## src/rtl/mmio_bus_arbiter.sv

```systemverilog
`default_nettype none
// ============================================================================
// Module      : mmio_bus_arbiter
// Description : Connects the CPU data port to the data BRAM and to the MMIO
//               registers (LED, switch, seven-segment tube). It also shares
//               the BRAM write port with the UART program loader. Each
//               cycle at most one requester is granted. Load data returns
//               exactly one cycle after the load grant.
// Revision    : 1.0 - initial release
// ----------------------------------------------------------------------------
// Optional feature macro : MMIO_ERR_EN
//   When defined, oBusErr is a sticky flag. It is set when a CPU access is
//   granted to an unmapped IO offset, or when a store targets a switch
//   address. Only iRst clears it. When the macro is undefined, oBusErr is
//   tied to 0.
// ----------------------------------------------------------------------------
// Ports
//   iClk, iRst           clock; synchronous active-high reset
//   iCpuReq/We/Addr/Wdata CPU request (held until oCpuGnt), byte address
//   oCpuGnt              1-cycle CPU grant (access executes this cycle)
//   oCpuRvalid/oCpuRdata load data, cycle after a load grant
//   iLdReq/Addr/Wdata    loader write request (word address)
//   oLdGnt               1-cycle loader grant
//   oMemAddr/We/Wdata    BRAM port (address holds outside grants)
//   iMemRdata            BRAM read data, 1 cycle after address
//   iSwitch              switch inputs
//   oLed, oTube          LED and tube registers
//   oBusErr              sticky unmapped-IO flag
// ============================================================================
module mmio_bus_arbiter #(
    parameter int ADDR_W       = 14,
    parameter int LED_W        = 24,
    parameter int SW_W         = 24,
    parameter int STARVE_LIMIT = 4
) (
    input  logic              iClk,
    input  logic              iRst,
    input  logic              iCpuReq,
    input  logic              iCpuWe,
    input  logic [31:0]       iCpuAddr,
    input  logic [31:0]       iCpuWdata,
    output logic              oCpuGnt,
    output logic              oCpuRvalid,
    output logic [31:0]       oCpuRdata,
    input  logic              iLdReq,
    input  logic [ADDR_W-1:0] iLdAddr,
    input  logic [31:0]       iLdWdata,
    output logic              oLdGnt,
    output logic [ADDR_W-1:0] oMemAddr,
    output logic              oMemWe,
    output logic [31:0]       oMemWdata,
    input  logic [31:0]       iMemRdata,
    input  logic [SW_W-1:0]   iSwitch,
    output logic [LED_W-1:0]  oLed,
    output logic [31:0]       oTube,
    output logic              oBusErr
);

    localparam logic [7:0] c_off_led_lo = 8'h60;
    localparam logic [7:0] c_off_led_hi = 8'h62;
    localparam logic [7:0] c_off_sw_lo  = 8'h70;
    localparam logic [7:0] c_off_sw_hi  = 8'h72;
    localparam logic [7:0] c_off_tube   = 8'h80;

    localparam int c_starve_w = $clog2(STARVE_LIMIT + 1);
    localparam logic [c_starve_w-1:0] c_starve_max = c_starve_w'(STARVE_LIMIT);

    typedef enum logic [0:0] {
        S_IDLE = 1'b0,
        S_PEND = 1'b1
    } rd_state_t;

    rd_state_t r_state;
    rd_state_t w_state_nxt;

    logic [LED_W-1:0]      r_led;
    logic [31:0]           r_tube;
    logic [c_starve_w-1:0] r_starve;
    logic [ADDR_W-1:0]     r_mem_addr;
    logic                  r_rd_io;
    logic [31:0]           r_io_rdata;

    logic              w_io;
    logic [7:0]        w_off;
    logic              w_cpu_gnt;
    logic              w_ld_gnt;
    logic              w_cpu_load;
    logic              w_mem_drive;
    logic [ADDR_W-1:0] w_mem_addr_sel;
    logic [31:0]       w_io_rdata;
    logic              w_unused_addr;

    assign w_io          = &iCpuAddr[31:10];
    assign w_off         = iCpuAddr[7:0];
    assign w_unused_addr = ^iCpuAddr[1:0];

    // The loader wins a contested cycle unless the CPU has already waited
    // through STARVE_LIMIT loader grants. No grants are issued while the
    // block is in reset, so every output stays quiet during that cycle.
    assign w_ld_gnt   = !iRst && iLdReq && !(iCpuReq && (r_starve == c_starve_max));
    assign w_cpu_gnt  = !iRst && iCpuReq && !w_ld_gnt;
    assign w_cpu_load = w_cpu_gnt && !iCpuWe;

    assign oCpuGnt = w_cpu_gnt;
    assign oLdGnt  = w_ld_gnt;

    // The BRAM port is driven only for loader grants and for CPU accesses
    // that decode to BRAM. IO accesses leave the held address untouched.
    assign w_mem_drive    = w_ld_gnt || (w_cpu_gnt && !w_io);
    assign w_mem_addr_sel = w_ld_gnt ? iLdAddr : iCpuAddr[ADDR_W+1:2];
    assign oMemAddr       = w_mem_drive ? w_mem_addr_sel : r_mem_addr;
    assign oMemWe         = w_ld_gnt || (w_cpu_gnt && !w_io && iCpuWe);
    assign oMemWdata      = w_ld_gnt ? iLdWdata : ((w_cpu_gnt && !w_io) ? iCpuWdata : 32'd0);

    assign oLed  = r_led;
    assign oTube = r_tube;

    // IO read value, captured at the load grant so it lines up with the
    // BRAM data returning on the following cycle.
    always_comb begin
        w_io_rdata = 32'd0;
        case (w_off)
            c_off_led_lo: w_io_rdata = 32'(r_led[15:0]);
            c_off_led_hi: w_io_rdata = 32'(r_led[LED_W-1:16]);
            c_off_sw_lo:  w_io_rdata = 32'(iSwitch[15:0]);
            c_off_sw_hi:  w_io_rdata = 32'(iSwitch[SW_W-1:16]);
            c_off_tube:   w_io_rdata = r_tube;
            default:      w_io_rdata = 32'd0;
        endcase
    end

    always_ff @(posedge iClk) begin
        if (iRst) begin
            r_led      <= '0;
            r_tube     <= '0;
            r_starve   <= '0;
            r_mem_addr <= '0;
            r_rd_io    <= 1'b0;
            r_io_rdata <= '0;
        end else begin
            if (w_mem_drive) begin
                r_mem_addr <= w_mem_addr_sel;
            end

            if (!iCpuReq || w_cpu_gnt) begin
                r_starve <= '0;
            end else if (w_ld_gnt && (r_starve != c_starve_max)) begin
                r_starve <= r_starve + 1'b1;
            end

            if (w_cpu_gnt && w_io && iCpuWe) begin
                case (w_off)
                    c_off_led_lo: r_led[15:0]       <= iCpuWdata[15:0];
                    c_off_led_hi: r_led[LED_W-1:16] <= iCpuWdata[LED_W-17:0];
                    c_off_tube:   r_tube            <= iCpuWdata;
                    default:      ;
                endcase
            end

            if (w_cpu_load) begin
                r_rd_io    <= w_io;
                r_io_rdata <= w_io_rdata;
            end
        end
    end

    // Read-return FSM: state register
    always_ff @(posedge iClk) begin
        if (iRst) begin
            r_state <= S_IDLE;
        end else begin
            r_state <= w_state_nxt;
        end
    end

    // Read-return FSM: next state and outputs. Outputs are masked during
    // reset, so a load granted just before reset never returns data.
    always_comb begin
        w_state_nxt = r_state;
        oCpuRvalid  = 1'b0;
        oCpuRdata   = 32'd0;
        case (r_state)
            S_IDLE: begin
                if (w_cpu_load) w_state_nxt = S_PEND;
            end
            S_PEND: begin
                oCpuRvalid  = !iRst;
                oCpuRdata   = iRst ? 32'd0 : (r_rd_io ? r_io_rdata : iMemRdata);
                w_state_nxt = w_cpu_load ? S_PEND : S_IDLE;
            end
            default: w_state_nxt = S_IDLE;
        endcase
    end

`ifdef MMIO_ERR_EN
    logic r_bus_err;
    logic w_io_mapped;
    logic w_err_hit;

    assign w_io_mapped = (w_off == c_off_led_lo) || (w_off == c_off_led_hi) ||
                         (w_off == c_off_sw_lo)  || (w_off == c_off_sw_hi)  ||
                         (w_off == c_off_tube);
    assign w_err_hit   = w_cpu_gnt && w_io &&
                         (!w_io_mapped ||
                          (iCpuWe && ((w_off == c_off_sw_lo) || (w_off == c_off_sw_hi))));

    always_ff @(posedge iClk) begin
        if (iRst) begin
            r_bus_err <= 1'b0;
        end else if (w_err_hit) begin
            r_bus_err <= 1'b1;
        end
    end

    assign oBusErr = r_bus_err;
`else
    assign oBusErr = 1'b0;
`endif

endmodule
`default_nettype wire

```

## config.mk

```make
export PLATFORM = sky130hd
export DESIGN_NAME = mmio_bus_arbiter
export DESIGN_NICKNAME = d
export VERILOG_FILES = /design/src/rtl/mmio_bus_arbiter.sv
export SDC_FILE = /design/constraint.sdc
export NUM_CORES = 1
export LEC_CHECK = 0
export BUFFER_PORTS_ARGS = -buffer_cell sky130_fd_sc_hd__buf_2
export CAP_MARGIN = 40
export CORE_MARGIN = 5
export CORE_UTILIZATION = 30
export DETAILED_ROUTE_END_ITERATION = 10
export GPL_TIMING_DRIVEN = 0
export SLEW_MARGIN = 5
export SYNTH_ARGS = -nofsm -noshare
export SYNTH_HDL_FRONTEND = slang
export SYNTH_SLANG_ARGS = --single-unit
```

## constraint.sdc

```tcl
create_clock -name iClk -period 4.43 [get_ports iClk]
set_input_delay 0.6645 -clock iClk [delete_from_list [all_inputs] [get_ports iClk]]
set_output_delay 0.6645 -clock iClk [all_outputs]
set_load 0.02 [all_outputs]
```

==> summary.txt <==
Finish-stage setup viols - 0
Synth warnings - 0
PostCTS Resize Cnt - 0
Net Count, Synth - 818
PD cells - 274.1 nW/um^2
# diodes - 0
Clk sinks - 107
Status - finished clean
Unique cell type count in the Yosys netlist - 50
Worst Setup Start Kind - primary input
Slowest-stage cell, CP - clkbuf_1
Worst-Skew Late Latency - 370 ps
Root buffer cell - clkbuf_16
FILL cells - 1999
Core area - 19330 sq um
Crit-path cells - buf_2 > nor2b_1 > nand2_1 > a21oi_1 > buf_4 > clkbuf_1 > a22o_1 > buf_2
Area leader, netlist - dfxtp_1
CP arrival - 3020 ps
Syn Area/Cell - 9.057 sq um
Initial antenna violation count - 0
Vias per cell - 5.026
Num rows - 51
Port-buffer cells - 308
Final setup TNS - 0 ps
Largest net degree at the start of global routing - 19
CP Capture Type - output pin
Post-route clock period utilization - 0.8317
Crit Path Class - primary input to output pin
Leak pwr - 3.514 nW
CTS hold repair buffers - 0
Fin. max-slew vios - 0
Initial Util - 0.3021
Drt wl/cell - 19.14 microns
Peak VDD IR - 0.1495 mV
Htree depth - 3
Synth Instances - 645
Fin. Hold Viols - 0
First-pass GRT wire length - 35190 microns
Top cells by area, synth - dfxtp_1 37%, mux2i_1 15%, nand2b_1 9.6%, a22o_1 6.1%, clkbuf_1 3.0%
Gpl congestion - 0.8417
Placed cell areas - 7730 sq um
Clock Skew - 11.84 ps
DR iter-0 viols - 443
Vias - 6212
Leading cell type in the layout, fill and taps excluded - buf_2
HPWL after DPL - 18500 microns
Design Area, Final - 8054 sq um
FF+latch count, synth - 107
Final min period - 3684 ps
DP Worst Slack - 716.0 ps
Pre-Repair DR Iteration Count - 5
CP delay by family, top - buffers and inverters
Post-layout util - 0.4166
Cts bufs inserted - 9
Max Fclk - 271.4 MHz
Syn Std Cell Area - 5842 sq um
RSZ-0062 raised after global routing - no
Total grt overflow - 0
CTS clock-pin slew for the worst setup and hold paths - 70 ps
Final net count - 1139
Ports - 310
Buf/Inv on CP - 4
Actual slew at the worst max-slew pin - 790.4 ps
Most frequent cells in the layout - 312 x buf_2, 107 x dfxtp_1, 90 x nand2b_1, 90 x mux2i_1, 47 x clkbuf_1
Seq/Total Area, Yosys - 0.3667
Final ANT Viol Nets - 0
Chip height - 149.5 microns
Die area - 22360 sq um
Vias in the first global route - 6019
Final WS setup - 745.6 ps
Area Overhead vs Synth - 37.87%
Clk buf depth - 2
Post-synth top area share - 0.3667
Most frequent cell on the critical path - buf_2
GRT Total Usage - 0.2049
Max-cap violations - 0
Hold Path Class - flip-flop to flip-flop
Worst EP required - 3770 ps
DRC - 0
Drt total wl - 23660 microns
CTS tree - done
Post-CTS setup buffer count - 0
Die W - 149.5 microns
Rel. slew slack - 0.4682
Share of cells above drive strength 1 - 0.3584
Crit-path max cell delay - 540 ps
Worst-path fanout max - 10
metrics by stage:
stage	cells	hold WS, ps	total power, mW
floorplan	645	429.0	1.164
global placement	1218	441.1	1.332
detailed placement	1220	444.7	1.334
CTS	1236	453.1	2.231
global route	1236	477.2	2.297
finish	1236	451.1	2.208
worst paths after layout:
path | slack, ps | depth (start not counted) | end | start
hold reg to reg | 450 | 2 | r_io_rdata[28] | r_io_rdata[28]
hold / removal | 450 | 2 | r_io_rdata[28] | r_io_rdata[28]
setup / recovery | 750 | 8 | oMemWdata[4] | iRst
setup reg to reg | 1940 | 9 | r_mem_addr[3] | r_starve[0]
Yosys cell counts, drive strengths merged:
master	instances
a211oi	7
a21bo	1
a21boi	1
a21o	1
a21oi	19
a222oi	14
a22o	41
a22oi	1
a2bb2oi	6
a311oi	1
a31oi	14
a32oi	1
and3	1
and4	4
and4b	1
and4bb	1
buf	12
clkbuf	47
conb	1
dfxtp	107
ha	2
inv	6
mux2i	90
nand2	37
nand2b	90
nand3	33
nand4	8
nor2	46
nor2b	2
nor3	1
nor4	4
nor4b	2
o2111ai	14
o211ai	15
o22ai	1
o2bb2ai	8
or2	1
or3	1
or4	2
or4b	1
worst reg2reg max path: cells and delay by family (launching register included):
| kind | cells | cell delay, ps |
|---|---|---|
| buf+inv | 4 | 1250 |
| simple gates | 3 | 430 |
| fa+ha+maj | 1 | 240 |
| compound gates | 1 | 150 |
| flops | 1 | 360 |
final cells by class:
cell class	count	area (sq um)	share of cell area
clock inverter	7	98.84	0.01227
sequential	107	2142	0.2660
inverter	6	22.52	0.002796
tap	265	331.6	0.04117
timing repair buffer	310	1556	0.1933
buffer	59	301.5	0.03744
clock buffer	9	225.2	0.02796
multi-input combinational	473	3376	0.4191
kinds of logic after synthesis:
kind of cell / synth area share
AND/OR/NAND/NOR: 0.2221
AO/OA/AOI/OAI: 0.1966
flip-flops: 0.3667
multiplexers: 0.1542
buffers and inverters: 0.05547
adder cells (fa/ha/maj): 0.004283
other: 0.0006419
power breakdown:
group / total [mW] / internal [mW] / switching, mW
sequential: 0.976 / 0.972 / 0.00402
clock: 0.898 / 0.500 / 0.398
combinational: 0.334 / 0.139 / 0.195
routing by layer:
layer | vias up | GRT usage | wire length [microns]
li1 | 3033 | - | -
met5 | - | 0 | 0
met3 | 19 | 0.03301 | 1358
met4 | 0 | 0.05721 | 349
met2 | 225 | 0.3466 | 11390
met1 | 2935 | 0.2709 | 10560
sequential cells by signal, indices dropped and copies added (netlist names):
name        count
r_mem_addr     14
oTube          32
r_state         1
oLed           24
r_rd_io         1
r_starve        3
r_io_rdata     32
Note: power is estimated with default switching activity, not from simulation.
